--- src/rtl/reset_seq.sv ---
// -----------------------------------------------------------------------------
// reset_seq
//
// Staged reset generator that sits right after the reset synchronizer. It takes
// the synchronized active-low system reset, a level-sampled software reset
// request and a level-sampled watchdog request. From these it produces
// per-stage active-low resets that release in a fixed order:
//   stage 0 (clock/IO glue) -> stage 1 (memories) -> stage 2 (CPU core).
// Every reset event keeps all stages asserted for at least STRETCH_CYCLES.
// The cause of the most recent reset event is recorded.
//
// Ports:
//   clk_i           system clock
//   rst_i           synchronous active-low reset (from the reset synchronizer)
//   soft_rst_req_i  software reset request, level; only accepted in RUN
//   wdt_rst_i       watchdog reset request, level; restarts the sequence
//   stage_rst_o     per-stage reset, active-low, registered
//   soft_rst_ack_o  one-cycle pulse on the edge a soft request is accepted
//   rst_cause_o     last reset cause: 01 rst_i, 10 soft, 11 watchdog
//   busy_o          high while any stage is still held in reset
//   state_o         current FSM state (debug observation only)
//
// Request handshake: soft_rst_req_i is a level held by the requester until it
// sees soft_rst_ack_o. The request is only sampled in RUN and is never
// latched, so a request raised earlier is simply seen once RUN is reached.
// wdt_rst_i needs no acknowledge; every edge that samples it high restarts
// the sequence. When both requests arrive together, the watchdog wins.
// -----------------------------------------------------------------------------
module reset_seq #(
  parameter int STRETCH_CYCLES = 16,
  parameter int STAGE_GAP      = 4,
  parameter int NUM_STAGES     = 3
) (
  input  logic                  clk_i,
  input  logic                  rst_i,
  input  logic                  soft_rst_req_i,
  input  logic                  wdt_rst_i,
  output logic [NUM_STAGES-1:0] stage_rst_o,
  output logic                  soft_rst_ack_o,
  output logic [1:0]            rst_cause_o,
  output logic                  busy_o,
  output logic [1:0]            state_o
);

  localparam int CNT_W = $clog2(STRETCH_CYCLES + NUM_STAGES * STAGE_GAP + 1);
  localparam logic [CNT_W-1:0] CNT_SAT = '1;

  localparam logic [1:0] CAUSE_POR  = 2'b01;
  localparam logic [1:0] CAUSE_SOFT = 2'b10;
  localparam logic [1:0] CAUSE_WDT  = 2'b11;

  typedef enum logic [1:0] {
    HOLD    = 2'd0,
    STRETCH = 2'd1,
    RELEASE = 2'd2,
    RUN     = 2'd3
  } state_t;

  state_t                state_q, state_d;
  logic [CNT_W-1:0]      cnt_q, cnt_d, cnt_inc;
  logic [NUM_STAGES-1:0] stage_q, stage_d;
  logic                  ack_q, ack_d;
  logic [1:0]            cause_q, cause_d;
  logic                  busy_q, busy_d;

  // Edge number (counted from the start of the sequence) at which stage k
  // releases.
  function automatic logic [31:0] rel_edge(input int k);
    return 32'(STRETCH_CYCLES + k * STAGE_GAP);
  endfunction

  // Counter saturates instead of wrapping, so a stuck sequence can never
  // alias back onto an early release edge.
  assign cnt_inc = (cnt_q == CNT_SAT) ? cnt_q : cnt_q + CNT_W'(1);

  always_comb begin
    state_d = state_q;
    cnt_d   = cnt_q;
    stage_d = stage_q;
    ack_d   = 1'b0;
    cause_d = cause_q;
    busy_d  = busy_q;

    if (wdt_rst_i) begin
      // The restart edge is cycle 0, so the next edge counts as cycle 1.
      // A held request lands here every edge and keeps all stages asserted.
      state_d = STRETCH;
      cnt_d   = '0;
      stage_d = '0;
      cause_d = CAUSE_WDT;
      busy_d  = 1'b1;
    end else begin
      case (state_q)
        RUN: begin
          if (soft_rst_req_i) begin
            state_d = STRETCH;
            cnt_d   = '0;
            stage_d = '0;
            cause_d = CAUSE_SOFT;
            busy_d  = 1'b1;
            ack_d   = 1'b1;
          end
        end
        default: begin
          // HOLD, STRETCH and RELEASE all advance the same sequence. HOLD
          // always has cnt_q == 0, so its exit edge becomes cycle 1.
          cnt_d = cnt_inc;
          for (int k = 0; k < NUM_STAGES; k++) begin
            if (32'(cnt_inc) >= rel_edge(k)) begin
              stage_d[k] = 1'b1;
            end
          end
          busy_d = ~&stage_d;
          if (&stage_d) begin
            state_d = RUN;
          end else if (stage_d[0]) begin
            state_d = RELEASE;
          end else begin
            state_d = STRETCH;
          end
        end
      endcase
    end
  end

  always_ff @(posedge clk_i) begin
    if (!rst_i) begin
      state_q <= HOLD;
      cnt_q   <= '0;
      stage_q <= '0;
      ack_q   <= 1'b0;
      cause_q <= CAUSE_POR;
      busy_q  <= 1'b1;
    end else begin
      state_q <= state_d;
      cnt_q   <= cnt_d;
      stage_q <= stage_d;
      ack_q   <= ack_d;
      cause_q <= cause_d;
      busy_q  <= busy_d;
    end
  end

  assign stage_rst_o    = stage_q;
  assign soft_rst_ack_o = ack_q;
  assign rst_cause_o    = cause_q;
  assign busy_o         = busy_q;
  assign state_o        = state_q;

endmodule
--- config.mk ---
export PLATFORM = sky130hd
export DESIGN_NAME = reset_seq
export DESIGN_NICKNAME = d
export VERILOG_FILES = /design/src/rtl/reset_seq.sv
export SDC_FILE = /design/constraint.sdc
export NUM_CORES = 1
export LEC_CHECK = 0
export ABC_CLOCK_PERIOD_IN_PS = 2250
export CAP_MARGIN = 20
export CORE_MARGIN = 5
export CORE_UTILIZATION = 45
export DETAILED_ROUTE_END_ITERATION = 8
export PLACE_DENSITY = 0.79
export SYNTH_ARGS = -nofsm -noshare
export SYNTH_HDL_FRONTEND = slang
export SYNTH_SLANG_ARGS = --single-unit
--- constraint.sdc ---
create_clock -name clk_i -period 2.25 [get_ports clk_i]
set_clock_uncertainty 0.05 [all_clocks]
set_input_delay 0.225 -clock clk_i [delete_from_list [all_inputs] [get_ports clk_i]]
set_output_delay 0.225 -clock clk_i [all_outputs]
set_load 0.01 [all_outputs]
# == Word-level counts from Yosys, hierarchy flattened ==
# Index checks and enable logic that the tools add are counted.
# word_totals
register_bits,14
input_bits,4
output_inout_bits,9
elab_cells,51
# op_classes
addsub,1
magnitude_cmp,3
n_eq_ne,4
muxes,25
bitwise_logic,2
reduce_logical,8
# ops
operator,count
">= comparator 5 bit, second input constant",3
2-to-1 mux 5 bit,3
2-to-1 mux 2 bit,7
2-to-1 mux 1 bit,13
2-to-1 mux 3 bit,2
"adder 5 x 1 -> 5 bit, second input constant",1
"== test 5 bit, second input constant",1
AND reduction 2 bit,2
nonzero test 2 bit,2
"!= test 3 bit, second input constant",1
AND reduction 3 bit,1
OR reduction 3 bit,1
"== test 2 bit, second input constant",1
"!= test 2 bit, second input constant",1
NOT 1 bit,2
OR reduction 2 bit,1
logical NOT 1 bit,1

# == Logic depth before layout (Yosys ltp) ==
# depth
depth_word,10
depth_mapped,5
ltp_nobuf,5

# == Least setup slack after synthesis ==
# Ideal clock, no wire load.
# synth_path
kind,register to register
from,register cnt_q[0]
to,register busy_q (netlist: busy_o)
setup_ns,0.125
arrival_time_ns,1.462
required_time_ns,2.075
slack_ns,0.613
stages_incl_launch_ff,6
path_buffers,0
synth_period_minus_slack_ns,1.637
cell_sequence,dfxtp_1 -> ha_1 -> a21boi_1 -> a211o_1 -> a2111oi_1 -> o21bai_1
# synth_between
elab_chain_cells,9
word_cells_on_any_way,18
cone_classes,add/sub: 1; order compare: 3; eq/ne: 1; mux: 11; reduce/logical: 2
# synth_rtl
item,line_no,source
"start, declared",60,"logic [CNT_W-1:0] cnt_q, cnt_d, cnt_inc;"
"start signal, assigned",136,cnt_q <= cnt_d;
adder 5 x 1 -> 5 bit / == test 5 bit (equally long branches),74,assign cnt_inc = (cnt_q == CNT_SAT) ? cnt_q : cnt_q + CNT_W'(1);
2-to-1 mux 5 bit *,74,
>= comparator 5 bit,109,if (32'(cnt_inc) >= rel_edge(k)) begin
2-to-1 mux 1 bit,109,
2-to-1 mux 1 bit,93,case (state_q)
2-to-1 mux 1 bit,84,if (wdt_rst_i) begin
AND reduction 3 bit *,113,busy_d = ~&stage_d;
logical NOT 1 bit *,113,
2-to-1 mux 1 bit *,93,
"end signal, assigned",140,busy_q <= busy_d;
"end, declared",64,"logic busy_q, busy_d;"
# Every way passes the cells marked *; elsewhere a longest branch is shown, timed or not. The select of a mux whose other input is x is not followed.
# A chain may end at the register's enable or synchronous reset.

# == Worst setup path after layout ==
# Same ends and word-level chain as after synthesis.

==> flow_metrics.tcl <==
set metrics [dict create \
    status "finished, final reports clean" \
    fin_hold_ws_ns 0.411 \
    synthMuxAreaShare 0.0148 \
    slew_violations 0 \
    r2r-end "busy_o" \
    ir_worst_vdd_v 0.000354 \
    drive_above_1_share 0.100 \
    yosysSeqAreaShare 0.414 \
    finalSetupViolCount 0 \
    wirelength_mm 1.43 \
    startpoint_type "flip-flop" \
    start_util 0.460 \
    fmax_mhz 553 \
    cts_made_buffers 3 \
    die_w_um 48.8 \
    ant_nets 0 \
    core_area_um2 1470 \
    dp_hpwl_mm 1.04 \
    synth_nets 83 \
    rrSetupSlack_ns 0.44 \
    cts_buffer_depth 2 \
    grt_antenna_before_repair 0 \
    min_path_cells 1 \
    pin_count 13 \
    period_share 0.804 \
    clk_pin_slew_ns 0.09 \
    ys.flop_type "dfxtp_1" \
    fin_cells 106 \
    synth_area_leaders "dfxtp_1 41%, a21oi_1 6.7%, nor2_1 6.1%" \
    synth_area_um2 677 \
    hold_end "rst_cause_o[0]" \
    synth_compound_area_frac 0.227 \
    criticalPathCategory "reg -> reg" \
    drv_cap 0 \
    drtIter0Drc 12 \
    n_antenna_cell 0 \
    die-area_um2 2380 \
    grt_setup_unrepaired "no" \
    relSlewSlack 0.716 \
    critPathArrivalTime_ns 1.94 \
    hold_path_class "reg -> reg" \
    drc_errors 0 \
    cts_resized 0 \
    crit_fanout 8 \
    power_density_nw_per_um2 572 \
    end_kind "flip-flop" \
    yosysWarnings 0 \
    grt_start_max_net_pins 10 \
    gr-usage-all-layers 0.128 \
    crit-reg2reg-launch "cnt_q[0]" \
    synth.avg_cell_area_um2 8.68 \
    rows 14 \
    yosys-top-cells-count "14 x dfxtp_1, 11 x nor2_1, 9 x a21oi_1, 5 x nand2_1, 4 x inv_1" \
    async_flop_share 0 \
    setup_tns_ns 0 \
    cts_tree "yes" \
    cts-root-buf "clkbuf_4" \
    startpoint "cnt_q[0]" \
    synth-xor-area-share 0.0129 \
    area_growth_pct 20.5 \
    yosysTopAreaCell "dfxtp_1" \
    ff2ff_path_depth 5 \
    grt_pass1_vias 532 \
    num_vias 589 \
    via_per_inst 5.56 \
    die_h_um 48.8 \
    firstDrtPassIters 4 \
    cts_hold_buf 0 \
    placed_cells 102 \
    insertion_delay_ns 0.29 \
    synthCells 78 \
    wire_per_inst_um 13.5 \
    yosys.area_share.simple 0.235 \
    yosysMostFrequentCell "dfxtp_1" \
    ys_types 31 \
    io_buffers 12 \
    overflow 0 \
    synth_top_area_share 0.414 \
    p_leak_nw 0.298 \
    synth_top_family_by_area "simple AND/OR/NAND/NOR gates" \
    grt_pass1_wl_mm 2.39 \
    clock_sinks 14 \
    final_nets 96 \
    hold_violations 0 \
    synth_adder_area_share 0.0185 \
    post_cts_buffers 0 \
    gp_congestion 0.847 \
    synth_edf_count 0 \
    ys_ff_latch 14 \
    critPathRequiredTime_ns 2.38 \
    htreeDepth 1 \
    worst_slew_pin_slew_ns 0.422 \
    timing.final.crit_period_ns 1.81 \
    min_from "rst_cause_o[0]" \
]
[per-layer routing]
layer / routed length (µm) / track usage / vias up
met5: 0 / 0 / -
met4: 41 / 0.0942 / 0
met3: 48 / 0.0275 / 5
met2: 649 / 0.193 / 11
met1: 688 / 0.156 / 276
li1: - / - / 297
[cell families (layout without fill, tap and decap cells)]
group / count (synthesis) / in the layout
AO/OA/AOI/OAI: 23 / 23
XOR/XNOR: 1 / 1
adder cells (fa/ha/maj): 1 / 1
buffers and inverters: 8 / 20
flip-flops: 14 / 14
multiplexers: 1 / 1
AND/OR/NAND/NOR: 30 / 30
[sequential cells by signal, summed over array words and instances, names as in the netlist]
name,count
busy_o,1
rst_cause_o,2
cnt_q,5
stage_rst_o,3
state_o,2
soft_rst_ack_o,1
[power breakdown]
part / internal, mW / switching, mW
clock: 0.0987 / 0.0880
sequential: 0.252 / 0.00384
combinational: 0.0132 / 0.0108
[cell usage in the layout, fill, tap and decap left out, types with 2 or more instances in the layout]
| master | instances |
|---|---|
| nor3_1 | 3 |
| a21boi_1 | 2 |
| nor2_1 | 11 |
| inv_1 | 4 |
| dfxtp_1 | 14 |
| clkdlybuf4s50_1 | 12 |
| nand2b_1 | 3 |
| a21oi_1 | 9 |
| clkbuf_4 | 3 |
| a211o_1 | 2 |
| nand2_1 | 5 |
| a31oi_1 | 2 |
[metrics by stage]
| stage | area (µm²) | setup slack (ns) | power (mW) | utilization |
|---|---|---|---|---|
| after floorplan | 677 | 0.613 | 0.274 | - |
| after global placement | 779 | 0.540 | 0.285 | 0.530 |
| after detailed placement | 779 | 0.461 | 0.285 | 0.530 |
| after CTS | 816 | 0.451 | 0.471 | 0.554 |
| after global routing | 816 | 0.296 | 0.490 | 0.554 |
| final | 816 | 0.442 | 0.466 | 0.554 |
[critical path, cell delays in order, from the launching register on]
cell	delay (ns)
dfxtp_1	0.43
ha_1	0.32
a21boi_1	0.13
a211o_1	0.33
a2111oi_1	0.35
o21bai_1	0.09
[area by class of cell]
cell class,instances,area [µm²]
multi-input cells,56,344
clock buffers,4,36.3
repair buffers,12,120
well taps,16,20.0
fillers,140,656
inverters,4,15.0
flip-flops and latches,14,280
[worst max-delay path by stage]
stage | to | slack, ns | cells past startpoint
6_report | busy_o | 0.44 | 5
5_1_grt | busy_o | 0.30 | 5
4_1_cts | busy_o | 0.45 | 5
3_5_place_dp | busy_o | 0.46 | 5
3_3_place_gp | busy_o | 0.54 | 5
2_1_floorplan | busy_o | 0.61 | 5
No activity file was read; power rests on OpenSTA's default activity.
